**config.mk**
```make
export PLATFORM = sky130hd
export DESIGN_NAME = usb_tx_bit_encoder
export DESIGN_NICKNAME = d
export VERILOG_FILES = /design/src/rtl/usb_tx_pkg.sv /design/src/rtl/usb_tx_stuffer.sv /design/src/rtl/usb_tx_bit_encoder.sv
export SDC_FILE = /design/constraint.sdc
export NUM_CORES = 1
export LEC_CHECK = 0
export CAP_MARGIN = 0
export CORE_MARGIN = 4
export CORE_UTILIZATION = 50
export DETAILED_ROUTE_END_ITERATION = 10
export GPL_TIMING_DRIVEN = 0
export MAX_ROUTING_LAYER = met4
export PLACE_DENSITY = 0.75
export SLEW_MARGIN = 20
export SYNTH_ARGS = -nofsm -noshare
export SYNTH_HDL_FRONTEND = slang
export SYNTH_SLANG_ARGS = --single-unit
```
**constraint.sdc**
```tcl
create_clock -name clk -period 2.25 [get_ports clk]
set_input_delay 0.45 -clock clk [delete_from_list [all_inputs] [get_ports clk]]
set_output_delay 0.45 -clock clk [all_outputs]
set_load 0.005 [all_outputs]
```
**src/rtl/usb_tx_pkg.sv**
```systemverilog
// Shared types and constants for the USB full-speed transmit bit encoder.
// State encoding, slot commands to the stuffer, the SYNC pattern and {dp,dm} line codes.
package usb_tx_pkg;

  typedef enum logic [2:0] {
    IDLE,
    SYNC,
    SHIFT,
    STUFF,
    EOP_SE0,
    EOP_J
  } state_t;

  typedef enum logic [1:0] {
    CmdData,
    CmdStuff,
    CmdSe0,
    CmdJ
  } slot_cmd_t;

  localparam logic [7:0] SYNC_BYTE = 8'h80;

  localparam logic [1:0] LINE_J   = 2'b10;
  localparam logic [1:0] LINE_K   = 2'b01;
  localparam logic [1:0] LINE_SE0 = 2'b00;

endpackage

```
**src/rtl/usb_tx_stuffer.sv**
```systemverilog
// Per-slot line driver: tracks consecutive ones, NRZI-encodes data/stuff bits and holds the
// registered {dp,dm} line state plus the stuffed-slot flag.
module usb_tx_stuffer
  import usb_tx_pkg::*;
#(
  parameter int unsigned STUFF_LIMIT = 6
) (
  input  logic       clk_i,
  input  logic       rst_ni,
  input  logic       slot_i,
  input  slot_cmd_t  cmd_i,
  input  logic       bit_i,
  output logic       stuff_due_o,
  output logic [1:0] line_o,
  output logic       stuff_active_o
);

  localparam int unsigned CntW = $clog2(STUFF_LIMIT + 1);
  localparam logic [CntW-1:0] DueVal = CntW'(STUFF_LIMIT - 1);

  logic [CntW-1:0] ones_cnt_q, ones_cnt_d;
  logic [1:0]      line_q, line_d;
  logic            stuff_active_q, stuff_active_d;
  logic [1:0]      toggled;

  // A one sent now completes the run, so the following slot must be stuffed.
  assign stuff_due_o    = (ones_cnt_q == DueVal);
  assign line_o         = line_q;
  assign stuff_active_o = stuff_active_q;

  always_comb begin
    ones_cnt_d     = ones_cnt_q;
    line_d         = line_q;
    stuff_active_d = stuff_active_q;
    toggled        = (line_q == LINE_J) ? LINE_K : LINE_J;
    if (slot_i) begin
      stuff_active_d = 1'b0;
      ones_cnt_d     = '0;
      unique case (cmd_i)
        CmdData: begin
          if (bit_i) begin
            ones_cnt_d = ones_cnt_q + 1'b1;
          end else begin
            line_d = toggled;
          end
        end
        CmdStuff: begin
          line_d         = toggled;
          stuff_active_d = 1'b1;
        end
        CmdSe0: line_d = LINE_SE0;
        CmdJ:   line_d = LINE_J;
      endcase
    end
  end

  always_ff @(posedge clk_i or negedge rst_ni) begin
    if (!rst_ni) begin
      ones_cnt_q     <= '0;
      line_q         <= LINE_J;
      stuff_active_q <= 1'b0;
    end else begin
      ones_cnt_q     <= ones_cnt_d;
      line_q         <= line_d;
      stuff_active_q <= stuff_active_d;
    end
  end

endmodule

```
**src/rtl/usb_tx_bit_encoder.sv**
```systemverilog
// USB full-speed transmit bit encoder: byte handshake, LSB-first serialiser, stuffing, NRZI, EOP.
// Define TX_SYNC_GEN_EN to prefix every packet with an internally generated SYNC byte.
module usb_tx_bit_encoder
  import usb_tx_pkg::*;
#(
  parameter int unsigned STUFF_LIMIT  = 6,
  parameter int unsigned EOP_SE0_BITS = 2
) (
  input  logic       clk,
  input  logic       n_rst,
  input  logic       bit_strobe,
  input  logic [7:0] tx_data,
  input  logic       tx_valid,
  input  logic       tx_last,
  output logic       tx_ready,
  output logic       d_plus,
  output logic       d_minus,
  output logic       stuff_active,
  output logic       tx_busy,
  output logic       tx_done,
  output logic       tx_underrun
);

  localparam int unsigned EopW = $clog2(EOP_SE0_BITS + 1);
  localparam logic [EopW-1:0] EopOne  = EopW'(1);
  localparam logic [EopW-1:0] EopBits = EopW'(EOP_SE0_BITS);

  state_t          state_q, state_d;
  logic [7:0]      hold_q, hold_d;
  logic            hold_last_q, hold_last_d;
  logic            hold_full_q, hold_full_d;
  logic [7:0]      shift_q, shift_d;
  logic            shift_last_q, shift_last_d;
  logic [3:0]      bit_idx_q, bit_idx_d;
  logic            sync_phase_q, sync_phase_d;
  logic [EopW-1:0] eop_cnt_q, eop_cnt_d;
  logic            busy_q, busy_d;
  logic            done_q, done_d;
  logic            underrun_q, underrun_d;

  slot_cmd_t cmd;
  logic      cmd_bit;
  logic      start_byte;
  logic      send_bit;
  logic      bit_val;
  logic      stuff_due;
  logic [1:0] line;

  assign tx_ready    = ~hold_full_q;
  assign tx_busy     = busy_q;
  assign tx_done     = done_q;
  assign tx_underrun = underrun_q;
  assign {d_plus, d_minus} = line;

  always_comb begin
    state_d      = state_q;
    hold_d       = hold_q;
    hold_last_d  = hold_last_q;
    hold_full_d  = hold_full_q;
    shift_d      = shift_q;
    shift_last_d = shift_last_q;
    bit_idx_d    = bit_idx_q;
    sync_phase_d = sync_phase_q;
    eop_cnt_d    = eop_cnt_q;
    busy_d       = busy_q;
    done_d       = 1'b0;
    underrun_d   = 1'b0;
    cmd          = CmdJ;
    cmd_bit      = 1'b0;
    start_byte   = 1'b0;
    send_bit     = 1'b0;
    bit_val      = 1'b0;

    if (bit_strobe) begin
      unique case (state_q)
        IDLE: begin
          if (hold_full_q) begin
            busy_d = 1'b1;
`ifdef TX_SYNC_GEN_EN
            state_d      = SYNC;
            sync_phase_d = 1'b1;
            send_bit     = 1'b1;
            bit_val      = SYNC_BYTE[0];
            bit_idx_d    = 4'd1;
`else
            start_byte = 1'b1;
`endif
          end
        end
        SYNC: begin
          if (bit_idx_q == 4'd8) begin
            start_byte = 1'b1;
          end else begin
            send_bit  = 1'b1;
            bit_val   = SYNC_BYTE[bit_idx_q[2:0]];
            bit_idx_d = bit_idx_q + 4'd1;
          end
        end
        SHIFT: begin
          if (bit_idx_q == 4'd8) begin
            // A held byte after a last byte belongs to the next packet.
            if (!shift_last_q && hold_full_q) begin
              start_byte = 1'b1;
            end else begin
              underrun_d = ~shift_last_q;
              state_d    = EOP_SE0;
              cmd        = CmdSe0;
              eop_cnt_d  = EopOne;
            end
          end else begin
            send_bit  = 1'b1;
            bit_val   = shift_q[bit_idx_q[2:0]];
            bit_idx_d = bit_idx_q + 4'd1;
          end
        end
        STUFF: begin
          cmd     = CmdStuff;
          state_d = sync_phase_q ? SYNC : SHIFT;
        end
        EOP_SE0: begin
          if (eop_cnt_q < EopBits) begin
            cmd       = CmdSe0;
            eop_cnt_d = eop_cnt_q + 1'b1;
          end else begin
            cmd     = CmdJ;
            state_d = EOP_J;
          end
        end
        EOP_J: begin
          cmd     = CmdJ;
          state_d = IDLE;
          busy_d  = 1'b0;
          done_d  = 1'b1;
        end
        default: state_d = IDLE;
      endcase

      if (start_byte) begin
        shift_d      = hold_q;
        shift_last_d = hold_last_q;
        hold_full_d  = 1'b0;
        sync_phase_d = 1'b0;
        state_d      = SHIFT;
        send_bit     = 1'b1;
        bit_val      = hold_q[0];
        bit_idx_d    = 4'd1;
      end

      if (send_bit) begin
        cmd     = CmdData;
        cmd_bit = bit_val;
        if (bit_val && stuff_due) begin
          state_d = STUFF;
        end
      end
    end

    if (tx_valid && !hold_full_q) begin
      hold_d      = tx_data;
      hold_last_d = tx_last;
      hold_full_d = 1'b1;
    end
  end

  always_ff @(posedge clk or negedge n_rst) begin
    if (!n_rst) begin
      state_q      <= IDLE;
      hold_q       <= '0;
      hold_last_q  <= 1'b0;
      hold_full_q  <= 1'b0;
      shift_q      <= '0;
      shift_last_q <= 1'b0;
      bit_idx_q    <= '0;
      sync_phase_q <= 1'b0;
      eop_cnt_q    <= '0;
      busy_q       <= 1'b0;
      done_q       <= 1'b0;
      underrun_q   <= 1'b0;
    end else begin
      state_q      <= state_d;
      hold_q       <= hold_d;
      hold_last_q  <= hold_last_d;
      hold_full_q  <= hold_full_d;
      shift_q      <= shift_d;
      shift_last_q <= shift_last_d;
      bit_idx_q    <= bit_idx_d;
      sync_phase_q <= sync_phase_d;
      eop_cnt_q    <= eop_cnt_d;
      busy_q       <= busy_d;
      done_q       <= done_d;
      underrun_q   <= underrun_d;
    end
  end

  usb_tx_stuffer #(
    .STUFF_LIMIT (STUFF_LIMIT)
  ) u_stuffer (
    .clk_i          (clk),
    .rst_ni         (n_rst),
    .slot_i         (bit_strobe),
    .cmd_i          (cmd),
    .bit_i          (cmd_bit),
    .stuff_due_o    (stuff_due),
    .line_o         (line),
    .stuff_active_o (stuff_active)
  );

endmodule
```
==> out/results.tsv <==
stage	metric	value	unit
setup_path	critical_path.cell_chain	buf_4 -> ha_1 -> ha_1 -> and4_1 -> a221o_1 -> or3_4 -> mux2_4	
grt	grt_pass1_vias	1463	
placement	globalplace.congestion	0.9583	
synth	syn_area_per_cell	11.22	um2
clock_tree	clkSlewWorstSetupHoldPaths	0.08	ns
synth	yosysTopAreaCell	dfrtp_1	
power	ir_worst_vdd	0.7149	mV
outcome	status	complete, no violations	
sta	clock-skew-final	0.009108	ns
sta	setup_viol	0	
route	viasPerCell	5.917	
setup_path	cp-startpoint	bit_idx_q[0]	
route	drc	0	
setup_path	slowest_stage	dfrtp_2	
synth	yosys.area.top_type_share	48.06	%
synth	synthArstFlopShare	100.0	%
sta	finalSetupTns	0	ns
floorplan	die_y	69.23	um
power	powerDensity	1270	nW/um2
cells_and_area	layout.nets	213	
power	switching_share	34.40	%
setup_path	worstPathMaxFanout	5	
synth	netlist_area	1874	um2
grt	antenna_found_initial	0	
synth	synth.most_common_cell	dfrtp_1	
sta	fin_ws	0.09485	ns
cells_and_area	areaGrowthSynthToFinish	21.70	%
placement	dp_hpwl	2.862	mm
cells_and_area	multi_input_area	895.9	um2
sta	slew_violations	0	
power	power.switching	996.6	uW
power	cellInternalPower	1.900	mW
clock_tree	htree_levels	2	
route	antenna_left	0	
floorplan	io_pins	20	
setup_path	crit_type	register to register	
setup_path	reg2reg_from	bit_idx_q[0]	
sta	fin_hold_ws	0.01691	ns
synth	synthDistinctLibCells	48	
power	clockPowerShare	19.8	%
floorplan	rows	21	
cells_and_area	register_area	929.6	um2
clock_tree	clock-sinks	37	
synth	synth_area_leaders	dfrtp_1, mux2_2, ha_1	
sta	max_slew_margin	66.70	%
clock_tree	root_buffer	clkbuf_8	
placement	portBuffers	18	
setup_path	cp.required	2.47	ns
cells_and_area	post-route-util	65.76	%
route	vias	1432	
power	p_leak	0.9969	nW
synth	syn_inst	167	
route	wirelength	3.840	mm
synth	ys_warn_count	0	
setup_path	crit_family	simple AND/OR/NAND/NOR gates	
clock_tree	clk_latency	0.29	ns
min_path	hp-class	input pin to async pin	
synth	synth_seq_cells	37	
setup_path	critPathLaunchType	register	
synth	synth-edff-count	0	
grt	grt_max_degree	29	
clock_tree	cts_tree	yes	
synth	synth_top_cells_by_count	dfrtp_1, mux2_2, nand2_1	
setup_path	max_stage_delay	0.43	ns
placement	place_ws	-0.03908	ns
clock_tree	numCtsBuffers	5	
grt	grt-ovfl-total	0	
power	p_seq_share	39.9	%
floorplan	die_w	69.23	um
synth	ys.flop_type	dfrtp_1	
floorplan	dieArea	4792	um2
floorplan	start_util	54.04	%
power	comb_power_share	40.3	%
setup_path	path_buf_inv	1	
sta	tightestPinTransition	0.4994	ns
run	max_cap_viol_count	0	
sta	finalCriticalPeriod	2.155	ns
grt	grt.total_usage	18.17	%
route	wire_per_inst	15.87	um
cells_and_area	fill_cells	289	
sta	fmax	464.0	MHz
synth	synth-seq-area-share	49.47	%
route	drt_iter0_drc	125	
cells_and_area	layout-drive-gt1-share	23.98	%
sta	fin_crit_sh	95.78	%
sta	finalHoldViolCount	0	
floorplan	core-area	3468	um2
grt	grt_pass1_wl	6.900	mm
route	first_pass_iters	4	
setup_path	crit_top_cell	ha_1	
synth	syn_nets	185	
clock_tree	max-clock-path-buffers	2	
setup_path	critPathArrivalTime	2.38	ns
cells_and_area	diodes	0	
sta	rsz0062_at_grt	no	
setup_path	timing.critical_path.to_type	register	
==> layout make-up <==
| class | count | area share, % |
|---|---|---|
| flip-flops and latches | 37 | 40.76 |
| multi-input cells | 113 | 39.28 |
| repair buffers | 21 | 9.216 |
| clock buffers | 6 | 3.182 |
| well taps | 46 | 2.523 |
| plain buffers | 8 | 1.865 |
| clock inverters | 2 | 1.700 |
| inverters | 9 | 1.481 |
==> worst paths after layout <==
kind	end	slack [ns]	depth (start not counted)
setup reg to reg	u_stuffer.line_o[1]	0.09	7
hold reg to reg	u_stuffer.stuff_active_o	0.49	2
min in group clk	u_stuffer.stuff_active_o	0.49	2
hold / removal	u_stuffer.line_o[0]	0.02	1
max in group asynchronous	bit_idx_q[1]	1.80	2
setup / recovery	u_stuffer.line_o[1]	0.09	7
==> placed cells by master (no fill, tap or decap), types with 2 or more instances in the layout <==
master	count
nand2b_1	3
nor2b_1	2
buf_4	2
and4_1	2
and3_1	3
dfrtp_2	2
dfrtp_1	34
nand4_1	2
o32a_1	2
inv_1	9
nor2_1	5
buf_2	2
a22o_1	2
o31ai_1	3
ha_1	5
a21oi_1	8
clkbuf_8	5
o211ai_1	2
o22ai_1	2
nand3_1	4
mux2i_1	2
nand2_1	14
nor3_2	2
a31oi_1	3
clkdlybuf4s50_1	17
clkbuf_1	5
nor3_1	2
mux2_2	20
or2_2	2
==> state kept, by name, summed over array words and instances, names as in the netlist <==
name and count:
bit_idx_q 4, eop_cnt_q 2, hold_full_q 1, hold_last_q 1, hold_q 8, shift_last_q 1
shift_q 8, state_q 3, tx_busy 1, tx_done 1, tx_underrun 1, u_stuffer.line_o 2
u_stuffer.ones_cnt_q 3, u_stuffer.stuff_active_o 1
==> cell families (layout without fill, tap and decap cells) <==
family	after synthesis	in the layout	share of synthesized area [%]
fa+ha+maj	5	5	3.338
xor+xnor	1	1	0.4674
compound gates	33	33	12.62
buf+inv	17	46	3.938
simple gates	50	50	14.89
mux	24	24	15.29
flops	37	37	49.47
==> power groups by stage <==
stage	registers [mW]	logic (mW)	clock network (mW)
after detailed placement	1.18	1.08	0
after global placement	1.16	1.04	0
final	1.16	1.17	0.575
after floorplan	1.11	0.825	0
after global routing	1.20	1.31	0.627
after CTS	1.17	1.09	0.584
==> worst register-to-register path: stages (launching register included) <==
cell and delay (ns):
dfrtp_2 0.43, buf_4 0.16, ha_1 0.20, ha_1 0.18, and4_1 0.20, a221o_1 0.27
or3_4 0.35, mux2_4 0.30
==> repair_timing <==
| action | CTS | global route |
|---|---|---|
| resized for setup | 2 | 7 |
| endpoints found under the setup margin | 12 | 17 |
| hold buffers | 0 | 0 |
| setup buffers | 0 | 2 |
| pin swaps | 0 | 1 |
| cloned | 0 | 0 |
==> stage by stage <==
stage | cells | cell area, um2 | power [mW]
after floorplan | 167 | 1874 | 1.934
after global placement | 231 | 2112 | 2.200
after detailed placement | 232 | 2127 | 2.265
after CTS | 240 | 2243 | 2.845
after global routing | 242 | 2281 | 3.141
final | 242 | 2281 | 2.897
==> layer usage <==
| metal | up-vias | wire length [um] | global-route usage (%) |
|---|---|---|---|
| li1 | 671 | - | - |
| met1 | 690 | 1626 | 23.07 |
| met2 | 63 | 1899 | 27.33 |
| met3 | 8 | 241 | 4.928 |
| met4 | 0 | 73 | 7.809 |
| met5 | - | 0 | - |
(Power assumes the default switching activity.)
